==> config.mk <==
export PLATFORM = sky130hd
export DESIGN_NAME = load_store_unit_flat
export DESIGN_NICKNAME = d
export VERILOG_FILES = /design/src/rtl/load_store_unit_if.sv /design/src/rtl/load_store_unit.sv /design/src/flat_wrapper.sv
export SDC_FILE = /design/constraint.sdc
export NUM_CORES = 1
export LEC_CHECK = 0
export ABC_AREA = 0
export CAP_MARGIN = 15
export CORE_MARGIN = 1.5
export CORE_UTILIZATION = 50
export DETAILED_ROUTE_END_ITERATION = 7
export PLACE_DENSITY_LB_ADDON = 0.1
export SETUP_SLACK_MARGIN = 0.3
export SLEW_MARGIN = 10
export SYNTH_ARGS = -nofsm -noshare
export SYNTH_HDL_FRONTEND = slang
export SYNTH_SLANG_ARGS = --single-unit
==> constraint.sdc <==
create_clock -name clk -period 5.1 [get_ports clk]
set_input_delay 1.02 -clock clk [delete_from_list [all_inputs] [get_ports clk]]
set_output_delay 1.02 -clock clk [all_outputs]
set_load 0.005 [all_outputs]
==> src/rtl/load_store_unit_if.sv <==
// rtl/load_store_unit_if.sv - request, data-memory and response bus of the load/store unit
interface load_store_unit_if #(
  parameter int ADDR_W = 16
);
  // execute -> LSU request
  logic              req_valid;
  logic              req_ready;
  logic              req_store;
  logic [2:0]        req_funct3;
  logic [ADDR_W-1:0] req_addr;
  logic [31:0]       req_wdata;
  logic [4:0]        req_rd;

  // LSU <-> data memory
  logic              mem_req;
  logic              mem_we;
  logic [ADDR_W-1:0] mem_addr;
  logic [3:0]        mem_be;
  logic [31:0]       mem_wdata;
  logic              mem_gnt;
  logic              mem_rvalid;
  logic [31:0]       mem_rdata;

  // LSU -> writeback response
  logic              rsp_valid;
  logic [31:0]       rsp_data;
  logic [4:0]        rsp_rd;
  logic              rsp_err;

  // the load/store unit itself
  modport slave (
    input  req_valid, req_store, req_funct3, req_addr, req_wdata, req_rd,
    output req_ready,
    output mem_req, mem_we, mem_addr, mem_be, mem_wdata,
    input  mem_gnt, mem_rvalid, mem_rdata,
    output rsp_valid, rsp_data, rsp_rd, rsp_err
  );

  // the surrounding core / memory environment
  modport master (
    output req_valid, req_store, req_funct3, req_addr, req_wdata, req_rd,
    input  req_ready,
    input  mem_req, mem_we, mem_addr, mem_be, mem_wdata,
    output mem_gnt, mem_rvalid, mem_rdata,
    input  rsp_valid, rsp_data, rsp_rd, rsp_err
  );
endinterface

==> src/rtl/load_store_unit.sv <==
// rtl/load_store_unit.sv - RV32I memory stage: byte-lane stores, extended loads, output port (optional MISALIGN_TRAP_EN)
module load_store_unit #(
  parameter int                ADDR_W      = 16,
  parameter logic [ADDR_W-1:0] OUTPORT_ADR = 16'hfffc
) (
  input  logic                    clk,
  input  logic                    rst_n,
  load_store_unit_if.slave        bus,
  output logic [31:0]             outport
);

  // funct3 encodings shared by loads and stores
  localparam logic [2:0] F3_BYTE   = 3'b000;
  localparam logic [2:0] F3_HALF   = 3'b001;
  localparam logic [2:0] F3_WORD   = 3'b010;
  localparam logic [2:0] F3_BYTE_U = 3'b100;
  localparam logic [2:0] F3_HALF_U = 3'b101;

  typedef enum logic [1:0] {
    S_IDLE,
    S_REQ,
    S_WAIT,
    S_RESP
  } state_t;

  state_t      state;

  // captured op context needed after the accept cycle
  logic [2:0]  op_funct3;
  logic [1:0]  op_lane;
  logic [4:0]  op_rd;

  // request decode, valid only while a request is presented in IDLE
  logic        f3_legal;
  logic        misaligned;
  logic        is_outport;
  logic [1:0]  byte_off;
  logic [1:0]  lane;
  logic [3:0]  be;
  logic [31:0] wdata_rep;
  logic [ADDR_W-1:0] word_addr;

  // load extraction from the returned word
  logic [31:0] rdata_shifted;
  logic [31:0] load_ext;

  // Decode the presented request: legality, byte enables, replicated store data.
  always_comb begin
    f3_legal   = 1'b0;
    misaligned = 1'b0;
    is_outport = 1'b0;
    be         = 4'b0000;
    wdata_rep  = 32'h0;
    lane       = 2'b00;
    byte_off   = bus.req_addr[1:0];
    word_addr  = {bus.req_addr[ADDR_W-1:2], 2'b00};

    if (bus.req_store) begin
      f3_legal = (bus.req_funct3 == F3_BYTE) ||
                 (bus.req_funct3 == F3_HALF) ||
                 (bus.req_funct3 == F3_WORD);
    end else begin
      f3_legal = (bus.req_funct3 == F3_BYTE)   ||
                 (bus.req_funct3 == F3_HALF)   ||
                 (bus.req_funct3 == F3_WORD)   ||
                 (bus.req_funct3 == F3_BYTE_U) ||
                 (bus.req_funct3 == F3_HALF_U);
    end

`ifdef MISALIGN_TRAP_EN
    // Halfwords must be 2-byte aligned and words 4-byte aligned.
    if ((bus.req_funct3[1:0] == 2'b01) && byte_off[0]) begin
      misaligned = 1'b1;
    end
    if ((bus.req_funct3[1:0] == 2'b10) && (byte_off != 2'b00)) begin
      misaligned = 1'b1;
    end
`endif

    // Width comes from funct3[1:0]; the unsigned variants share lanes with signed ones.
    // Without the trap, stray low address bits are dropped: halves use addr[1], words lane 0.
    case (bus.req_funct3[1:0])
      2'b00: begin
        be        = 4'b0001 << byte_off;
        wdata_rep = {4{bus.req_wdata[7:0]}};
        lane      = byte_off;
      end
      2'b01: begin
        be        = byte_off[1] ? 4'b1100 : 4'b0011;
        wdata_rep = {2{bus.req_wdata[15:0]}};
        lane      = {byte_off[1], 1'b0};
      end
      default: begin
        be        = 4'b1111;
        wdata_rep = bus.req_wdata;
        lane      = 2'b00;
      end
    endcase

    is_outport = bus.req_store && (bus.req_funct3 == F3_WORD) &&
                 (bus.req_addr == OUTPORT_ADR);
  end

  // Align the addressed lane to bit 0 and sign/zero-extend by the captured funct3.
  always_comb begin
    rdata_shifted = bus.mem_rdata >> {op_lane, 3'b000};
    load_ext      = rdata_shifted;
    case (op_funct3)
      F3_BYTE:   load_ext = {{24{rdata_shifted[7]}}, rdata_shifted[7:0]};
      F3_HALF:   load_ext = {{16{rdata_shifted[15]}}, rdata_shifted[15:0]};
      F3_BYTE_U: load_ext = {24'h0, rdata_shifted[7:0]};
      F3_HALF_U: load_ext = {16'h0, rdata_shifted[15:0]};
      default:   load_ext = rdata_shifted;
    endcase
  end

  // Op sequencer with registered memory and response outputs.
  always_ff @(posedge clk or negedge rst_n) begin
    if (!rst_n) begin
      state         <= S_IDLE;
      op_funct3     <= 3'b000;
      op_lane       <= 2'b00;
      op_rd         <= 5'd0;
      outport       <= 32'h0;
      bus.req_ready <= 1'b1;
      bus.mem_req   <= 1'b0;
      bus.mem_we    <= 1'b0;
      bus.mem_addr  <= '0;
      bus.mem_be    <= 4'b0000;
      bus.mem_wdata <= 32'h0;
      bus.rsp_valid <= 1'b0;
      bus.rsp_data  <= 32'h0;
      bus.rsp_rd    <= 5'd0;
      bus.rsp_err   <= 1'b0;
    end else begin
      case (state)
        S_IDLE: begin
          if (bus.req_valid && bus.req_ready) begin
            bus.req_ready <= 1'b0;
            op_funct3     <= bus.req_funct3;
            op_lane       <= lane;
            op_rd         <= bus.req_rd;
            if (!f3_legal || misaligned) begin
              // Rejected op: answer immediately, never touch memory.
              state         <= S_RESP;
              bus.rsp_valid <= 1'b1;
              bus.rsp_err   <= 1'b1;
              bus.rsp_data  <= 32'h0;
              bus.rsp_rd    <= 5'd0;
            end else if (is_outport) begin
              // Output-port write completes locally in one cycle.
              outport       <= bus.req_wdata;
              state         <= S_RESP;
              bus.rsp_valid <= 1'b1;
              bus.rsp_err   <= 1'b0;
              bus.rsp_data  <= 32'h0;
              bus.rsp_rd    <= 5'd0;
            end else begin
              state         <= S_REQ;
              bus.mem_req   <= 1'b1;
              bus.mem_we    <= bus.req_store;
              bus.mem_addr  <= word_addr;
              bus.mem_be    <= be;
              bus.mem_wdata <= bus.req_store ? wdata_rep : 32'h0;
            end
          end
        end

        S_REQ: begin
          // Address phase held stable until the memory grants it.
          if (bus.mem_gnt) begin
            bus.mem_req <= 1'b0;
            bus.mem_we  <= 1'b0;
            if (bus.mem_we) begin
              state         <= S_RESP;
              bus.rsp_valid <= 1'b1;
              bus.rsp_err   <= 1'b0;
              bus.rsp_data  <= 32'h0;
              bus.rsp_rd    <= 5'd0;
            end else begin
              state <= S_WAIT;
            end
          end
        end

        S_WAIT: begin
          if (bus.mem_rvalid) begin
            state         <= S_RESP;
            bus.rsp_valid <= 1'b1;
            bus.rsp_err   <= 1'b0;
            bus.rsp_data  <= load_ext;
            bus.rsp_rd    <= op_rd;
          end
        end

        S_RESP: begin
          // Single-cycle completion pulse, then reopen for the next op.
          state         <= S_IDLE;
          bus.req_ready <= 1'b1;
          bus.rsp_valid <= 1'b0;
          bus.rsp_err   <= 1'b0;
          bus.rsp_data  <= 32'h0;
          bus.rsp_rd    <= 5'd0;
        end

        default: begin
          state         <= S_IDLE;
          bus.req_ready <= 1'b1;
        end
      endcase
    end
  end

endmodule
==> src/flat_wrapper.sv <==
// flat-port wrapper written by rule: the top's interface ports become plain ports
module load_store_unit_flat 
#(
  parameter int                ADDR_W      = 16,
  parameter logic [ADDR_W-1:0] OUTPORT_ADR = 16'hfffc
)
  (clk, rst_n, outport, bus_req_valid, bus_req_store, bus_req_funct3, bus_req_addr, bus_req_wdata, bus_req_rd, bus_req_ready, bus_mem_req, bus_mem_we, bus_mem_addr, bus_mem_be, bus_mem_wdata, bus_mem_gnt, bus_mem_rvalid, bus_mem_rdata, bus_rsp_valid, bus_rsp_data, bus_rsp_rd, bus_rsp_err);
  load_store_unit_if #(.ADDR_W(ADDR_W)) bus_i ();
  input  logic clk;
  input  logic rst_n;
  output logic [31:0] outport;
  input wire logic [$bits(bus_i.req_valid)-1:0] bus_req_valid;
  input wire logic [$bits(bus_i.req_store)-1:0] bus_req_store;
  input wire logic [$bits(bus_i.req_funct3)-1:0] bus_req_funct3;
  input wire logic [$bits(bus_i.req_addr)-1:0] bus_req_addr;
  input wire logic [$bits(bus_i.req_wdata)-1:0] bus_req_wdata;
  input wire logic [$bits(bus_i.req_rd)-1:0] bus_req_rd;
  output wire logic [$bits(bus_i.req_ready)-1:0] bus_req_ready;
  output wire logic [$bits(bus_i.mem_req)-1:0] bus_mem_req;
  output wire logic [$bits(bus_i.mem_we)-1:0] bus_mem_we;
  output wire logic [$bits(bus_i.mem_addr)-1:0] bus_mem_addr;
  output wire logic [$bits(bus_i.mem_be)-1:0] bus_mem_be;
  output wire logic [$bits(bus_i.mem_wdata)-1:0] bus_mem_wdata;
  input wire logic [$bits(bus_i.mem_gnt)-1:0] bus_mem_gnt;
  input wire logic [$bits(bus_i.mem_rvalid)-1:0] bus_mem_rvalid;
  input wire logic [$bits(bus_i.mem_rdata)-1:0] bus_mem_rdata;
  output wire logic [$bits(bus_i.rsp_valid)-1:0] bus_rsp_valid;
  output wire logic [$bits(bus_i.rsp_data)-1:0] bus_rsp_data;
  output wire logic [$bits(bus_i.rsp_rd)-1:0] bus_rsp_rd;
  output wire logic [$bits(bus_i.rsp_err)-1:0] bus_rsp_err;
  assign bus_i.req_valid = bus_req_valid;
  assign bus_i.req_store = bus_req_store;
  assign bus_i.req_funct3 = bus_req_funct3;
  assign bus_i.req_addr = bus_req_addr;
  assign bus_i.req_wdata = bus_req_wdata;
  assign bus_i.req_rd = bus_req_rd;
  assign bus_req_ready = bus_i.req_ready;
  assign bus_mem_req = bus_i.mem_req;
  assign bus_mem_we = bus_i.mem_we;
  assign bus_mem_addr = bus_i.mem_addr;
  assign bus_mem_be = bus_i.mem_be;
  assign bus_mem_wdata = bus_i.mem_wdata;
  assign bus_i.mem_gnt = bus_mem_gnt;
  assign bus_i.mem_rvalid = bus_mem_rvalid;
  assign bus_i.mem_rdata = bus_mem_rdata;
  assign bus_rsp_valid = bus_i.rsp_valid;
  assign bus_rsp_data = bus_i.rsp_data;
  assign bus_rsp_rd = bus_i.rsp_rd;
  assign bus_rsp_err = bus_i.rsp_err;
  load_store_unit #(.ADDR_W(ADDR_W), .OUTPORT_ADR(OUTPORT_ADR)) u_core (.clk(clk), .rst_n(rst_n), .bus(bus_i), .outport(outport));
endmodule
# After elaboration in Yosys (flattened, before gate mapping)
# Cells that the tools add are included.
[word_totals]
ff_bits = 136
out_inout_bits = 126
elab_cells = 110
[op_classes]
eq_ne = 19
shifts = 2
muxes = 53
n_bitwise = 1
reduce_logical = 20
[op_table]
columns = ["operator", "n"]
rows = [
  ["32-bit case mux with 4 select lines", 2],
  ["32-bit 2-to-1 mux", 7],
  ["32-bit case mux with 2 select lines", 1],
  ["32-bit by 5-bit right shift with 32-bit output", 1],
  ["5-bit 2-to-1 mux", 6],
  ["1-bit 2-to-1 mux", 22],
  ["5-bit case mux with 4 select lines", 1],
  ["16-bit equality test (second input constant)", 1],
  ["3-bit equality test (second input constant)", 4],
  ["2-bit 2-to-1 mux", 5],
  ["5-bit AND reduction", 2],
  ["1-bit case mux with 4 select lines", 2],
  ["2-bit case mux with 4 select lines", 1],
  ["4-bit case mux with 2 select lines", 1],
  ["4-bit AND reduction", 2],
  ["3-bit by 1-bit equality test with 1-bit output (second input constant)", 2],
  ["3-bit logical NOT", 2],
  ["2-bit by 1-bit inequality test with 1-bit output (second input constant)", 3],
  ["2-bit inequality test (second input constant)", 3],
  ["1-bit case mux with 2 select lines", 3],
  ["2-bit by 1-bit equality test with 1-bit output (second input constant)", 2],
  ["2-bit equality test (second input constant)", 2],
  ["2-bit logical NOT", 2],
  ["1-bit logical OR", 4],
  ["other kinds (10)", 14],
]

# Longest topological paths before layout
# Gate-level depths: netlist of the first run.
[depth]
ltp_word = 9
mapped_depth = 10
ltp_nobuf = 7

# Worst setup path after synthesis of the first run
# Ideal clock, no wire load.
[synth_path]
path_type = "input port to flip-flop"
startpoint = "input port bus_req_funct3[0]"
endpoint = "register u_core.bus.rsp_data[30]"
t_arrival_ps = 2850
t_required_ps = 5008
slack_ps = 2158
stages = 7
path_cell_list = "or4b_1 or4_4 o2111ai_4 nand2_1 buf_4 buf_6 o31ai_2"
[synth_between]
elab_chain_len = 9
[synth_lines]
columns = ["element", "line", "source"]
rows = [
  ["start, declared", "flat_wrapper.sv:14", "input wire logic [$bits(bus_i.req_funct3)-1:0] bus_req_funct3;"],
  ["3-bit by 1-bit equality test with 1-bit output or 3-bit logical NOT (tied branches)", "-", ""],
  ["1-bit logical OR", "load_store_unit.sv:59, load_store_unit.sv:63", ""],
  ["1-bit logical OR", "load_store_unit.sv:60, load_store_unit.sv:64", ""],
  ["1-bit logical OR", "load_store_unit.sv:65", "(bus.req_funct3 == F3_WORD) ||"],
  ["1-bit logical OR", "load_store_unit.sv:66", "(bus.req_funct3 == F3_BYTE_U) ||"],
  ["1-bit 2-to-1 mux", "load_store_unit.sv:58", "if (bus.req_store) begin"],
  ["32-bit 2-to-1 mux", "load_store_unit.sv:143", "if (!f3_legal || misaligned) begin"],
  ["32-bit 2-to-1 mux", "load_store_unit.sv:138", "if (bus.req_valid && bus.req_ready) begin"],
  ["32-bit case mux with 4 select lines", "load_store_unit.sv:136", "case (state)"],
  ["end signal, assigned", "load_store_unit.sv:191", "bus.rsp_data <= load_ext;"],
  ["end, declared", "load_store_unit_if.sv:36", "output rsp_valid, rsp_data, rsp_rd, rsp_err"],
]
# Several ways; a longest one is shown, not always the timed one. The select of a mux whose other input is x is not followed.
# A chain may end at the register's enable or synchronous reset.

# Worst setup path in the final report of the first run
[layout_path]
startpoint = "input port bus_req_funct3[0]"
endpoint = "register u_core.bus.rsp_data[23]"
# Same word-level chain as after synthesis.

==> impl_metrics.yaml, run 1 <==
final_layout:
  areaGrowthSynthToFinish_pct: 42.66
  instances_no_fill: 1001
  drive_gt1_frac: 0.1508
  nets: 915
  ff_latch_area_sq_um: 3405
  nFillCells: 952
  diodes: 0
  multiInputGateArea_sq_um: 2967
pwr:
  leakage_uw: 0.004041
  p_seq_frac: 0.358
  pwr-share-clk: 0.253
  p_comb_frac: 0.389
  swShare: 0.3366
  switchingPower_uw: 1537
  finalPower_uw: 4567
  power.density_nw_per_um2: 485.3
  ir_drop_uv: 330.7
  internal_power_uw: 3029
setup_path:
  critPathMaxStageDelay_ps: 530
  crit_slowest_cell: "or4b_1"
  required_ps: 5360
  crit_top_cell: "buf_4"
  crit_chain: "clkdlybuf4s50_1 > buf_4 > or4b_1 > or4_4 > o2111ai_4 > nand2_1 > buf_4 > o2bb2ai_1"
  crit_buf_inv: 3
  critPathLaunchType: "input pin"
  endpoint_kind: "flip-flop"
  worstSetupPathType: "in -> reg"
  crit_arrival_ps: 4030
  critPathTopFamily: "simple AND/OR/NAND/NOR gates"
  cp_max_fo: 21
routing:
  drtPass1Iterations: 4
  routedWlPerCell_microns: 18.91
  ant_nets: 0
  drc: 0
  drt-initial-drc-count: 486
  vias: 5675
  drt-total-wl_mm: 18.93
  vias_per_cell: 5.669
die:
  rows: 41
  start_util: 0.5185
  num_io_pins: 220
  die_y_microns: 117.9
  core-area_sq_um: 12720
  die_x_microns: 117.9
  fp.dieArea_sq_um: 13890
clocking:
  cts.htree.levels: 4
  cts_setup_buffers: 0
  hold_buffers: 0
  cts_sinks: 136
  insertion_delay_ps: 420
  clkTransAtPathRegs_ps: 50
  ctsResizeCount: 0
  cts_buffer_depth: 2
  numCtsBuffers: 17
  cts-root-buf: "clkbuf_16"
  cts_tree: "done"
global_routing:
  grtUsageTotal: 0.2765
  grt_overflow: 0
  grt_pass1_vias: 5869
  grt_max_degree: 105
  antenna_found_initial: 0
  grt_pass1_wl_mm: 30.26
synthesis:
  synth_cells: 621
  yosysTopAreaCell: "dfrtp_1"
  ys_seq_area_frac: 0.5161
  syn_area_per_cell_sq_um: 10.62
  yosys_register_bits: 136
  async_reset_ff_frac: 1.000
  syn_area_sq_um: 6596
  synthFlopType: "dfrtp_1"
  synth_area_leaders: "dfrtp_1 (51%), mux2_2 (13%), o21ai_0 (5.9%)"
  synth-edff-count: 0
  yosysUniqueCellTypes: 49
  synth.yosys.warnings: 0
  yosysTopAreaCellShare: 0.5121
placed_design:
  dp_slack_ps: 937.0
  place.gp.congestion: 0.8543
  port-buffer-count: 217
  place_inst: 969
  place_hpwl_mm: 13.64
sta:
  max_slew.worst_pin.slew_ps: 1132
  hold_viol_final: 0
  setup_tns_ps: 0
  fin_crit_ps: 3764
  whs_ps: 479.7
  setup_viol: 0
  clock-skew-final_ps: 9.386
  fmax_mhz: 265.7
  rsz0062_at_grt: "false"
  maxSlewHeadroom: 0.2456
  setup_ws_ps: 1336
  slew_viol_final: 0
  fin_crit_sh: 0.7381
status:
  outcome: "completed"
min_path:
  holdCritPathClass: "reg -> reg"
job:
  drv_cap: 0
==> final timing paths <==
kind | cells after the start | to | slack [ps] | from
worst max-delay path | 8 | u_core.bus.rsp_data[23] | 1340 | bus_req_funct3[0]
worst min-delay path | 2 | u_core.bus.mem_wdata[28] | 480 | u_core.bus.mem_wdata[28]
worst max register to register | 7 | u_core.bus.rsp_data[23] | 1490 | u_core.state[0]
max in group asynchronous | 2 | u_core.bus.req_ready | 3420 | rst_n
min in group asynchronous | 1 | u_core.bus.rsp_data[3] | 660 | rst_n
worst min register to register | 2 | u_core.bus.mem_wdata[28] | 480 | u_core.bus.mem_wdata[28]
==> registers in the layout, indices dropped and copies added, names as in the netlist <==
name / flops
u_core.op_rd: 5
u_core.bus.rsp_rd: 5
u_core.bus.rsp_data: 32
u_core.bus.mem_addr: 14
u_core.bus.mem_we: 1
u_core.outport: 32
u_core.bus.mem_wdata: 32
u_core.bus.mem_be: 4
u_core.bus.mem_req: 1
u_core.bus.rsp_err: 1
u_core.op_funct3: 3
u_core.bus.rsp_valid: 1
u_core.state: 2
u_core.op_lane: 2
u_core.bus.req_ready: 1
==> metal layers <==
metal | global-route usage | share of wire
met1 | 0.3422 | 0.41
met2 | 0.4492 | 0.48
met3 | 0.09835 | 0.085
met4 | 0.09832 | 0.019
met5 | 0 | 0
==> layout make-up <==
class,count,share of cell area
flip-flops and latches,136,0.3618
clock inverters,6,0.006914
inverters,7,0.002792
multi-input cells,429,0.3153
clock buffers,26,0.05305
repair buffers,225,0.2373
well taps,172,0.02287
==> logic make-up (layout without fill, tap and decap cells) <==
logic type | count (synthesis) | after routing | share of synthesized area
flip-flops | 136 | 136 | 0.5161
multiplexers | 110 | 110 | 0.1840
AND/OR/NAND/NOR | 138 | 138 | 0.09086
buffers and inverters | 57 | 264 | 0.03585
AO/OA/AOI/OAI | 174 | 174 | 0.1631
other | 1 | 2 | 0.0005685
adder cells (fa/ha/maj) | 5 | 5 | 0.009484
==> cells in the mapped netlist (2+ instances only) <==
library cell and count:
or4b_1 2, a21oi_1 5, inv_1 7, nand4b_1 2, mux2_2 79, o22ai_1 2
buf_2 3, buf_1 5, mux2i_1 29, o21ai_0 78, a21boi_0 9, nand4_1 4
o21ai_1 32, o211ai_1 8, nand2_1 104, nand3_1 11, o31ai_1 11, nor2_1 5
ha_1 5, o2bb2ai_1 8, a2bb2oi_1 7, buf_4 3, dfrtp_1 135, nor2b_1 3
clkbuf_1 38, a31oi_1 2, a22o_1 2
==> through the flow <==
step	cell area [sq um]	utilization
after floorplan	6600	-
after global placement	8842	0.6950
after detailed placement	8842	0.6950
after CTS	9407	0.7394
after global routing	9410	0.7397
final	9410	0.7397
==> cell usage in the layout, fill, tap and decap left out, types with 3 or more instances in the layout <==
| cell | netlist | routed |
|---|---|---|
| nand3_1 | 11 | 11 |
| a21oi_1 | 5 | 5 |
| o21ai_0 | 78 | 77 |
| inv_1 | 7 | 7 |
| a2bb2oi_1 | 7 | 7 |
| o31ai_1 | 11 | 11 |
| dfrtp_1 | 135 | 135 |
| clkdlybuf4s50_1 | 0 | 216 |
| mux2_2 | 79 | 79 |
| o21ai_1 | 32 | 31 |
| mux2i_1 | 29 | 29 |
| clkbuf_1 | 38 | 5 |
| ha_1 | 5 | 5 |
| nor2b_1 | 3 | 3 |
| o2bb2ai_1 | 8 | 8 |
| clkbuf_16 | 0 | 17 |
| o211ai_1 | 8 | 8 |
| nand2_1 | 104 | 104 |
| a21boi_0 | 9 | 9 |
| nand4_1 | 4 | 4 |
| nor2_1 | 5 | 5 |
| buf_4 | 3 | 8 |
| clkbuf_8 | 0 | 4 |
==> power groups by stage <==
stage                     Combinational, uW  Sequential (uW)  Clock [uW]
after detailed placement               1770             1650           0
after global placement                 1720             1620           0
after floorplan                         965             1570           0
after CTS                              1780             1630        1170
after global routing                   1940             1680        1210
final                                  1780             1630        1160
==> tightest hold or removal path, cell delays in order (launching register included) <==
cell	delay, ps
dfrtp_1	330
nand2_1	50
o21ai_0	60
(Power assumes the default switching activity.)
==> run 2, diff against run 1 <==
--- a/config.mk
+++ b/config.mk
@@ -8,7 +8,7 @@
 export ABC_AREA = 0
 export CAP_MARGIN = 15
 export CORE_MARGIN = 1.5
-export CORE_UTILIZATION = 50
+export CORE_UTILIZATION = 42
 export DETAILED_ROUTE_END_ITERATION = 7
 export PLACE_DENSITY_LB_ADDON = 0.1
 export SETUP_SLACK_MARGIN = 0.3
==> constraint.sdc (replaced) <==
create_clock -name clk -period 3 [get_ports clk]
set_input_delay 0.6 -clock clk [delete_from_list [all_inputs] [get_ports clk]]
set_output_delay 0.6 -clock clk [all_outputs]
set_load 0.005 [all_outputs]
==> impl_metrics.yaml, run 2 (same netlist as run 1, synthesis figures left out) <==
routing:
  drt-total-wl_mm: 19.79
  route.met2.wl_mm: 9.669
  drtPass1Iterations: 7
  vias_per_cell: 5.412
  ant_nets: 0
  drc: 0
  vias: 5737
  drt-initial-drc-count: 409
  route.met3.wl_mm: 1.522
  wl_met1_mm: 8.166
  routedWlPerCell_microns: 18.67
  top_layer_used: "met4"
sta:
  fmax_mhz: 388.9
  setup_tns_ps: 0
  whs_ps: 160.3
  max_slew.worst_pin.slew_ps: 630.6
  hold_viol_final: 0
  fin_crit_ps: 2571
  setup_viol: 0
  fin_crit_sh: 0.8571
  maxSlewHeadroom: 0.5796
  setup_ws_ps: 428.8
  slew_viol_final: 0
  rsz0062_at_grt: "false"
  clock-skew-final_ps: 10.86
global_routing:
  antenna_found_initial: 0
  grt_pass1_wl_mm: 31.05
  grtUsageTotal: 0.2454
  grt_pass1_vias: 5857
  grt_overflow: 0
  grt_max_degree: 73
pwr:
  power.density_nw_per_um2: 833.8
  finalPower_uw: 8104
  ir_drop_uv: 433.4
  leakage_uw: 0.004176
clocking:
  clkTransAtPathRegs_ps: 60
  cts_setup_buffers: 0
  ctsResizeCount: 0
  cts_sinks: 136
  numCtsBuffers: 17
  insertion_delay_ps: 420
  cts.htree.levels: 4
  cts_tree: "done"
  cts-root-buf: "clkbuf_16"
  cts_buffer_depth: 2
  hold_buffers: 0
setup_path:
  crit_buf_inv: 2
  critPathLaunchType: "input pin"
  required_ps: 3310
  crit_chain: "clkdlybuf4s50_1 > or4b_1 > or4_4 > o2111ai_4 > nand2_1 > buf_12 > o31ai_1"
  worstSetupPathType: "in -> reg"
  reg2reg_depth: 8
  rr_endpoint: "u_core.bus.mem_req"
  critPathMaxStageDelay_ps: 510
  crit_start: "bus_req_addr[1]"
  crit_path_end: "u_core.bus.rsp_data[26]"
  cp_max_fo: 34
  crit_slowest_cell: "or4b_1"
  rr_startpoint: "u_core.state[0]"
  critPathTopFamily: "simple AND/OR/NAND/NOR gates"
  endpoint_kind: "flip-flop"
  cp.depth: 7
  crit_arrival_ps: 2880
  r2r_setup_slack_ps: 670
placed_design:
  port-buffer-count: 217
  dp_slack_ps: 7.853
  place_hpwl_mm: 14.42
  placed_area_sq_um: 9107
  place.gp.congestion: 0.8182
die:
  core-area_sq_um: 15260
  fp.dieArea_sq_um: 16470
  die_y_microns: 128.3
  die_x_microns: 128.3
  num_io_pins: 220
  rows: 45
  start_util: 0.4323
final_layout:
  mostFrequentLayoutCell: "clkdlybuf4s50_1"
  nets: 935
  drive_gt1_frac: 0.1767
  diodes: 0
  areaGrowthSynthToFinish_pct: 47.34
  design_area_sq_um: 9719
  nFillCells: 1232
  final_cell_mix: "clkdlybuf4s50_1 (216), dfrtp_1 (135), nand2_1 (104)"
  reg_top3: "u_core.bus.mem_wdata (32), u_core.bus.rsp_data (32), u_core.outport (32)"
job:
  drv_cap: 0
status:
  outcome: "completed"
min_path:
  holdCritPathClass: "in -> async"
[run 2: cell types whose count changed in the layout (fill, tap and decap cells not counted), moves of 2 or more]
| cell | change |
|---|---|
| buf_12 | +5 |
| buf_4 | +14 |
| clkbuf_1 | -5 |
| clkbuf_8 | -2 |
| clkinvlp_4 | +3 |
| inv_6 | +2 |
[run 2: power breakdown]
group	total (uW)	switching, uW	internal [uW]
Combinational	3270	1550	1720
Sequential	2750	384	2360
Clock	2080	812	1270
Total	8100	2750	5350
[run 2: per-stage QoR]
step           instances  utilization
2_1_floorplan        622            -
3_3_place_gp        1027       0.5969
3_5_place_dp        1027       0.5969
4_1_cts             1059       0.6360
5_1_grt             1060       0.6370
6_report            1060       0.6370
[run 2: layer usage]
metal  track usage  vias to the layer above
met5             0                        -
met4       0.07667                        0
met3       0.07721                       32
met2        0.4089                      220
met1        0.3066                     2833
li1              -                     2652
[run 2: cell type report]
type / instances / area, sq um / area share
timing repair buffer: 245 / 2454 / 0.2524
clock buffer: 19 / 452.9 / 0.04660
multi-input combinational: 429 / 2974 / 0.3060
clock inverter: 13 / 143.9 / 0.01480
inverter: 7 / 26.28 / 0.002703
sequential: 136 / 3405 / 0.3503
tap: 211 / 264.0 / 0.02716
[run 2: how the worst min path moves through the flow]
stage	startpoint	to	slack, ps	cells after the start
CTS	rst_n	u_core.bus.rsp_rd[4]	180	1
global placement	u_core.bus.mem_be[2]	u_core.bus.mem_be[2]	460	2
finish	rst_n	u_core.bus.rsp_rd[4]	160	1
global route	rst_n	u_core.bus.rsp_rd[4]	200	1
floorplan	rst_n	u_core.bus.mem_addr[10]	300	0
detailed placement	u_core.bus.mem_wdata[3]	u_core.bus.mem_wdata[3]	470	2
==> edit 1: new RTL, flow settings as in run 1 <==
Add a define of `MISALIGN_TRAP_EN`.
--- a/src/rtl/load_store_unit.sv
+++ b/src/rtl/load_store_unit.sv
@@ -1,4 +1,6 @@
 // rtl/load_store_unit.sv - RV32I memory stage: byte-lane stores, extended loads, output port (optional MISALIGN_TRAP_EN)
+`define MISALIGN_TRAP_EN
+
 module load_store_unit #(
   parameter int                ADDR_W      = 16,
   parameter logic [ADDR_W-1:0] OUTPORT_ADR = 16'hfffc
Formal check against the unedited RTL: not equivalent (a bounded check fails within 4 cycles, from zero or initial values and one cycle with rst_n low).
==> edit 1 against run 1 <==
Setup slack better by 0.25 ns; register-to-register slack improved by 0.44 ns; power rose by 8.3%; wire length shrank 0.23%; synthesized area rose by 1.7%; clock skew is 0.0045 ns lower; sequential cell count did not move; cell area up 1.8%; critical endpoint is now u_core.bus.mem_wdata[11]$_DFFE_PN0P_.
==> edit 1: results (changes against run 1) <==
Worst setup path
  • Crit path launch: bus_req_funct3[1] (was bus_req_funct3[0])
  • CP max-delay cell: clkdlybuf4s50_1 (was or4b_1)
  • Critical Path Max Stage Delay: 0.85 ns (was 0.53 ns)
  • Worst R2R Setup Slack: 1.93 ns (was 1.49 ns)
  • Critical path endpoint: u_core.bus.mem_wdata[11]$_DFFE_PN0P_ (was u_core.bus.rsp_data[23]$_DFFE_PN0P_)
  • Max Fanout on Critical Path: 54 (was 21)

GRT
  • Number of global-route vias before repair: 5662 (was 5869)
  • GR Util All Layers: 0.270 (was 0.277)
  • Largest net degree at the start of global routing: 89 (was 105)

Hold path
  • Worst hold endpoint: u_core.bus.mem_wdata[23]$_DFFE_PN0P_ (was u_core.bus.mem_wdata[28]$_DFFE_PN0P_)

Routing
  • Routed WL per cell: 18.7 µm (was 18.9 µm)
  • Detailed Routing Iterations Pass 1: 7 (was 4)
  • Initial DRC Count: 511 (was 486)
  • Vias/cell: 5.56 (was 5.67)

STA
  • Max-slew headroom: 0.272 (was 0.246)

Place
  • GPL Wtd Cong: 0.841 (was 0.854)
  • Hpwl dp: 12900 µm (was 13600 µm)

Synth
  • Synth cell count leaders: dfrtp_1, o21ai_0, nand2_1, mux2_2, nor2_1 (was dfrtp_1, nand2_1, mux2_2, o21ai_0, clkbuf_1)
  • Register area share after synthesis: 0.507 (was 0.516)
  • Yosys cell types: 48 (was 49)
  • Synth Instances: 623 (was 621)

Finish
  • Nets: 919 (was 915)
  • Fillers: 909 (was 952)

Outcome
  • Status: completed (unchanged)

Pwr
  • Pleak: 4.19 nW (was 4.04 nW)
  • VDD IR max: 323 µV (was 331 µV)
edit 1: logic make-up (layout without fill, tap and decap cells):
family	Yosys count	after routing	synth area share
adder cells (fa/ha/maj)	5	5	0.00932
flip-flops	136	136	0.507
buffers and inverters	57	266	0.0433
other	1	2	0.000559
AND/OR/NAND/NOR	151	151	0.0936
AO/OA/AOI/OAI	169	169	0.158
multiplexers	104	104	0.188
edit 1: metrics by stage:
step           total power (W)  setup WS (ns)  hold slack, ns
3_3_place_gp           0.00352           1.37           0.464
3_5_place_dp           0.00358           1.17           0.481
2_1_floorplan          0.00263           2.53           0.473
4_1_cts                0.00497           1.60           0.494
6_report               0.00495           1.59           0.492
5_1_grt                0.00522           1.34           0.514
edit 1: per-layer routing:
| layer | GRT usage | wire (µm) |
|---|---|---|
| met5 | 0 | 0 |
| met4 | 0.114 | 472 |
| met3 | 0.0647 | 1380 |
| met2 | 0.445 | 9180 |
| met1 | 0.341 | 7860 |
edit 1: cell type report:
class | count | area, µm² | area share
sequential | 136 | 3400 | 0.355
tap | 176 | 220 | 0.0230
clock inverter | 6 | 133 | 0.0138
clock buffer | 26 | 529 | 0.0552
inverter | 7 | 26.3 | 0.00274
multi-input combinational | 431 | 3020 | 0.315
timing repair buffer | 227 | 2250 | 0.235
edit 1: power breakdown:
| part | switching (W) | internal (W) |
|---|---|---|
| registers | 0.000218 | 0.00143 |
| clock network | 0.000452 | 0.000910 |
| logic | 0.000956 | 0.000983 |
edit 1: worst max-delay path: cells and delay by family:
| kind | cells | cell delay (ns) |
|---|---|---|
| buffers and inverters | 2 | 1.27 |
| AOI/OAI and AO/OA | 2 | 0.94 |
| and+or+nand+nor | 2 | 0.54 |
==> edit 2: new RTL, config.mk and constraints of run 1 <==
Made on the original files. Encoding of `state_t`: now one-hot (4 bits for 4 states).
--- a/src/rtl/load_store_unit.sv
+++ b/src/rtl/load_store_unit.sv
@@ -16,11 +16,11 @@
   localparam logic [2:0] F3_BYTE_U = 3'b100;
   localparam logic [2:0] F3_HALF_U = 3'b101;
 
-  typedef enum logic [1:0] {
-    S_IDLE,
-    S_REQ,
-    S_WAIT,
-    S_RESP
+  typedef enum logic [3:0] {
+    S_IDLE = 4'b0001,
+    S_REQ  = 4'b0010,
+    S_WAIT = 4'b0100,
+    S_RESP = 4'b1000
   } state_t;
 
   state_t      state;
Check against the original RTL: same outputs for any inputs over 4 cycles, from zero or initial values and one cycle with rst_n low; so few cycles prove little.
==> edit 2 against run 1 <==
Power grew 3.6%; setup slack got worse by 0.14 ns; critical path depth stayed put; global-route usage shrank 1.3 points; sequential cell count rose by 2; wire length fell by 8.4%; hold slack got worse by 0.0039 ns; synthesized cell count down 9.3%; cell area grew 0.58%; synthesized area is 1.3% lower; highest routed layer unchanged.
==> edit 2: results (changes against run 1) <==
Synth
  • Register area share after synthesis: 0.531 (was 0.516)
  • Synth cell count leaders: dfrtp_1, mux2_2, nand2_1, mux2i_1, clkbuf_1 (was dfrtp_1, nand2_1, mux2_2, o21ai_0, clkbuf_1)
  • Adder-cell share of the synthesized area: 0 (was 0.00948)
  • Synth Area in Compound Gates: 0.114 (was 0.163)
  • Yosys cell types: 46 (was 49)
  • Synth top area cells: dfrtp_1, mux2_2, mux2i_1 (was dfrtp_1, mux2_2, o21ai_0)
  • Mux cell area share after synthesis: 0.212 (was 0.184)
  • Synth Area in XOR/XNOR: 0.00135 (was 0)

GRT
  • GR Util All Layers: 0.263 (was 0.277)
  • First-pass GRT wire length: 27100 µm (was 30300 µm)
  • Number of global-route vias before repair: 5356 (was 5869)
  • Antenna violations before repair: 0 (unchanged)

STA
  • Hold slack: 0.476 ns (was 0.480 ns)
  • Max-slew headroom: 0.363 (was 0.246)
  • Final Skew: 0.00706 ns (was 0.00939 ns)

Finish
  • Share of cells above drive strength 1: 0.178 (was 0.151)
  • Nets: 864 (was 915)
  • Ant. Diodes: 0 (unchanged)

Outcome
  • Status: completed (unchanged)

Hold path
  • Hold path start: u_core.bus.mem_wdata[17]$_DFFE_PN0P_ (was u_core.bus.mem_wdata[28]$_DFFE_PN0P_)
  • Worst hold-check path type: register to register (unchanged)
  • Worst hold endpoint: u_core.bus.mem_wdata[17]$_DFFE_PN0P_ (was u_core.bus.mem_wdata[28]$_DFFE_PN0P_)

Routing
  • Initial DRC Count: 286 (was 486)
  • Detailed Routing Iterations Pass 1: 4 (unchanged)
  • Routed wire length: 17300 µm (was 18900 µm)
  • Vias: 5213 (was 5675)

Pwr
  • VDD IR max: 246 µV (was 331 µV)
  • Pleak: 4.08 nW (was 4.04 nW)

Clocking
  • CTS Buffer Depth: 2 (unchanged)

Place
  • Hpwl dp: 12100 µm (was 13600 µm)
  • GPL Wtd Cong: 0.836 (was 0.854)

Worst setup path
  • Worst R2R Setup Slack: 2.08 ns (was 1.49 ns)
  • Worst Reg-to-Reg Cells: 5 (was 7)
  • Critical Path AT: 4.20 ns (was 4.03 ns)
  • Max Fanout on Critical Path: 38 (was 21)
  • Critical R2R Capture: u_core.bus.rsp_data[8]$_DFFE_PN0P_ (was u_core.bus.rsp_data[23]$_DFFE_PN0P_)
  • Reg2reg start: u_core.op_lane[1]$_DFFE_PN0P_ (was u_core.state[0]$_DFFE_PN0P_)
edit 2: changes by cell type in the layout (fill, tap and decap cells not counted), moves of 10 or more:
cell | before | now
nand2_1 | 104 | 57
mux2i_1 | 29 | 39
o31ai_1 | 11 | 25
inv_1 | 7 | 17
nor2b_1 | 3 | 26
a211oi_1 | 0 | 23
o21ai_0 | 77 | 25
nand3_1 | 11 | 1
o21ai_1 | 31 | 0
a21oi_1 | 5 | 16
nor2_1 | 5 | 21
edit 2: kinds of logic (layout without fill, tap and decap cells):
group | count (synthesis) | after routing
flip-flops | 138 | 138
AND/OR/NAND/NOR | 132 | 132
XOR/XNOR | 1 | 1
AO/OA/AOI/OAI | 109 | 109
other | 1 | 2
buffers and inverters | 56 | 275
multiplexers | 126 | 126
edit 2: critical path, stage by stage:
cell and delay [ns]:
clkdlybuf4s50_1 0.40, buf_4 0.19, or4b_1 0.55, or4_4 0.56, or3_4 0.41, a21boi_4 0.17, buf_4 0.47, mux2_2 0.40
edit 2: how the worst max path moves through the flow:
stage / slack [ns] / depth (start not counted) / to / startpoint
final: 1.20 / 8 / u_core.bus.rsp_data[8]$_DFFE_PN0P_ / bus_req_funct3[0]
after global routing: 1.10 / 8 / u_core.bus.rsp_data[10]$_DFFE_PN0P_ / bus_req_funct3[0]
after CTS: 1.20 / 8 / u_core.bus.rsp_data[8]$_DFFE_PN0P_ / bus_req_funct3[0]
after detailed placement: 0.78 / 8 / u_core.bus.rsp_data[8]$_DFFE_PN0P_ / bus_req_funct3[0]
after global placement: 0.82 / 8 / u_core.bus.rsp_data[18]$_DFFE_PN0P_ / bus_req_funct3[0]
after floorplan: 1.81 / 6 / u_core.bus.rsp_data[19]$_DFFE_PN0P_ / bus_req_funct3[0]
edit 2: per-layer routing:
metal	track usage	part of all wire	up-vias
li1	-	-	2425
met4	0.104	0.026	0
met5	0	0	-
met1	0.311	0.39	2562
met3	0.0922	0.081	43
met2	0.444	0.51	183
edit 2: metrics by stage:
step           std cells  cell area [µm²]  setup slack (ns)
2_1_floorplan        564             6510              1.81
3_3_place_gp         923             8790             0.817
3_5_place_dp         923             8790             0.778
4_1_cts              955             9470              1.20
5_1_grt              955             9470              1.10
6_report             955             9470              1.20
edit 2: layout make-up:
type	instances	area (µm²)
clock buffers	22	484
fillers	898	3210
repair buffers	225	2240
inverters	18	67.6
well taps	172	215
clock inverters	10	188
multi-input cells	370	2810
flip-flops and latches	138	3460
edit 2: report_power, final:
group          internal (W)  total, W  switching (W)
clock              0.000920   0.00138       0.000460
sequential          0.00143   0.00166       0.000236
combinational      0.000966   0.00169       0.000723
total               0.00331   0.00473        0.00142
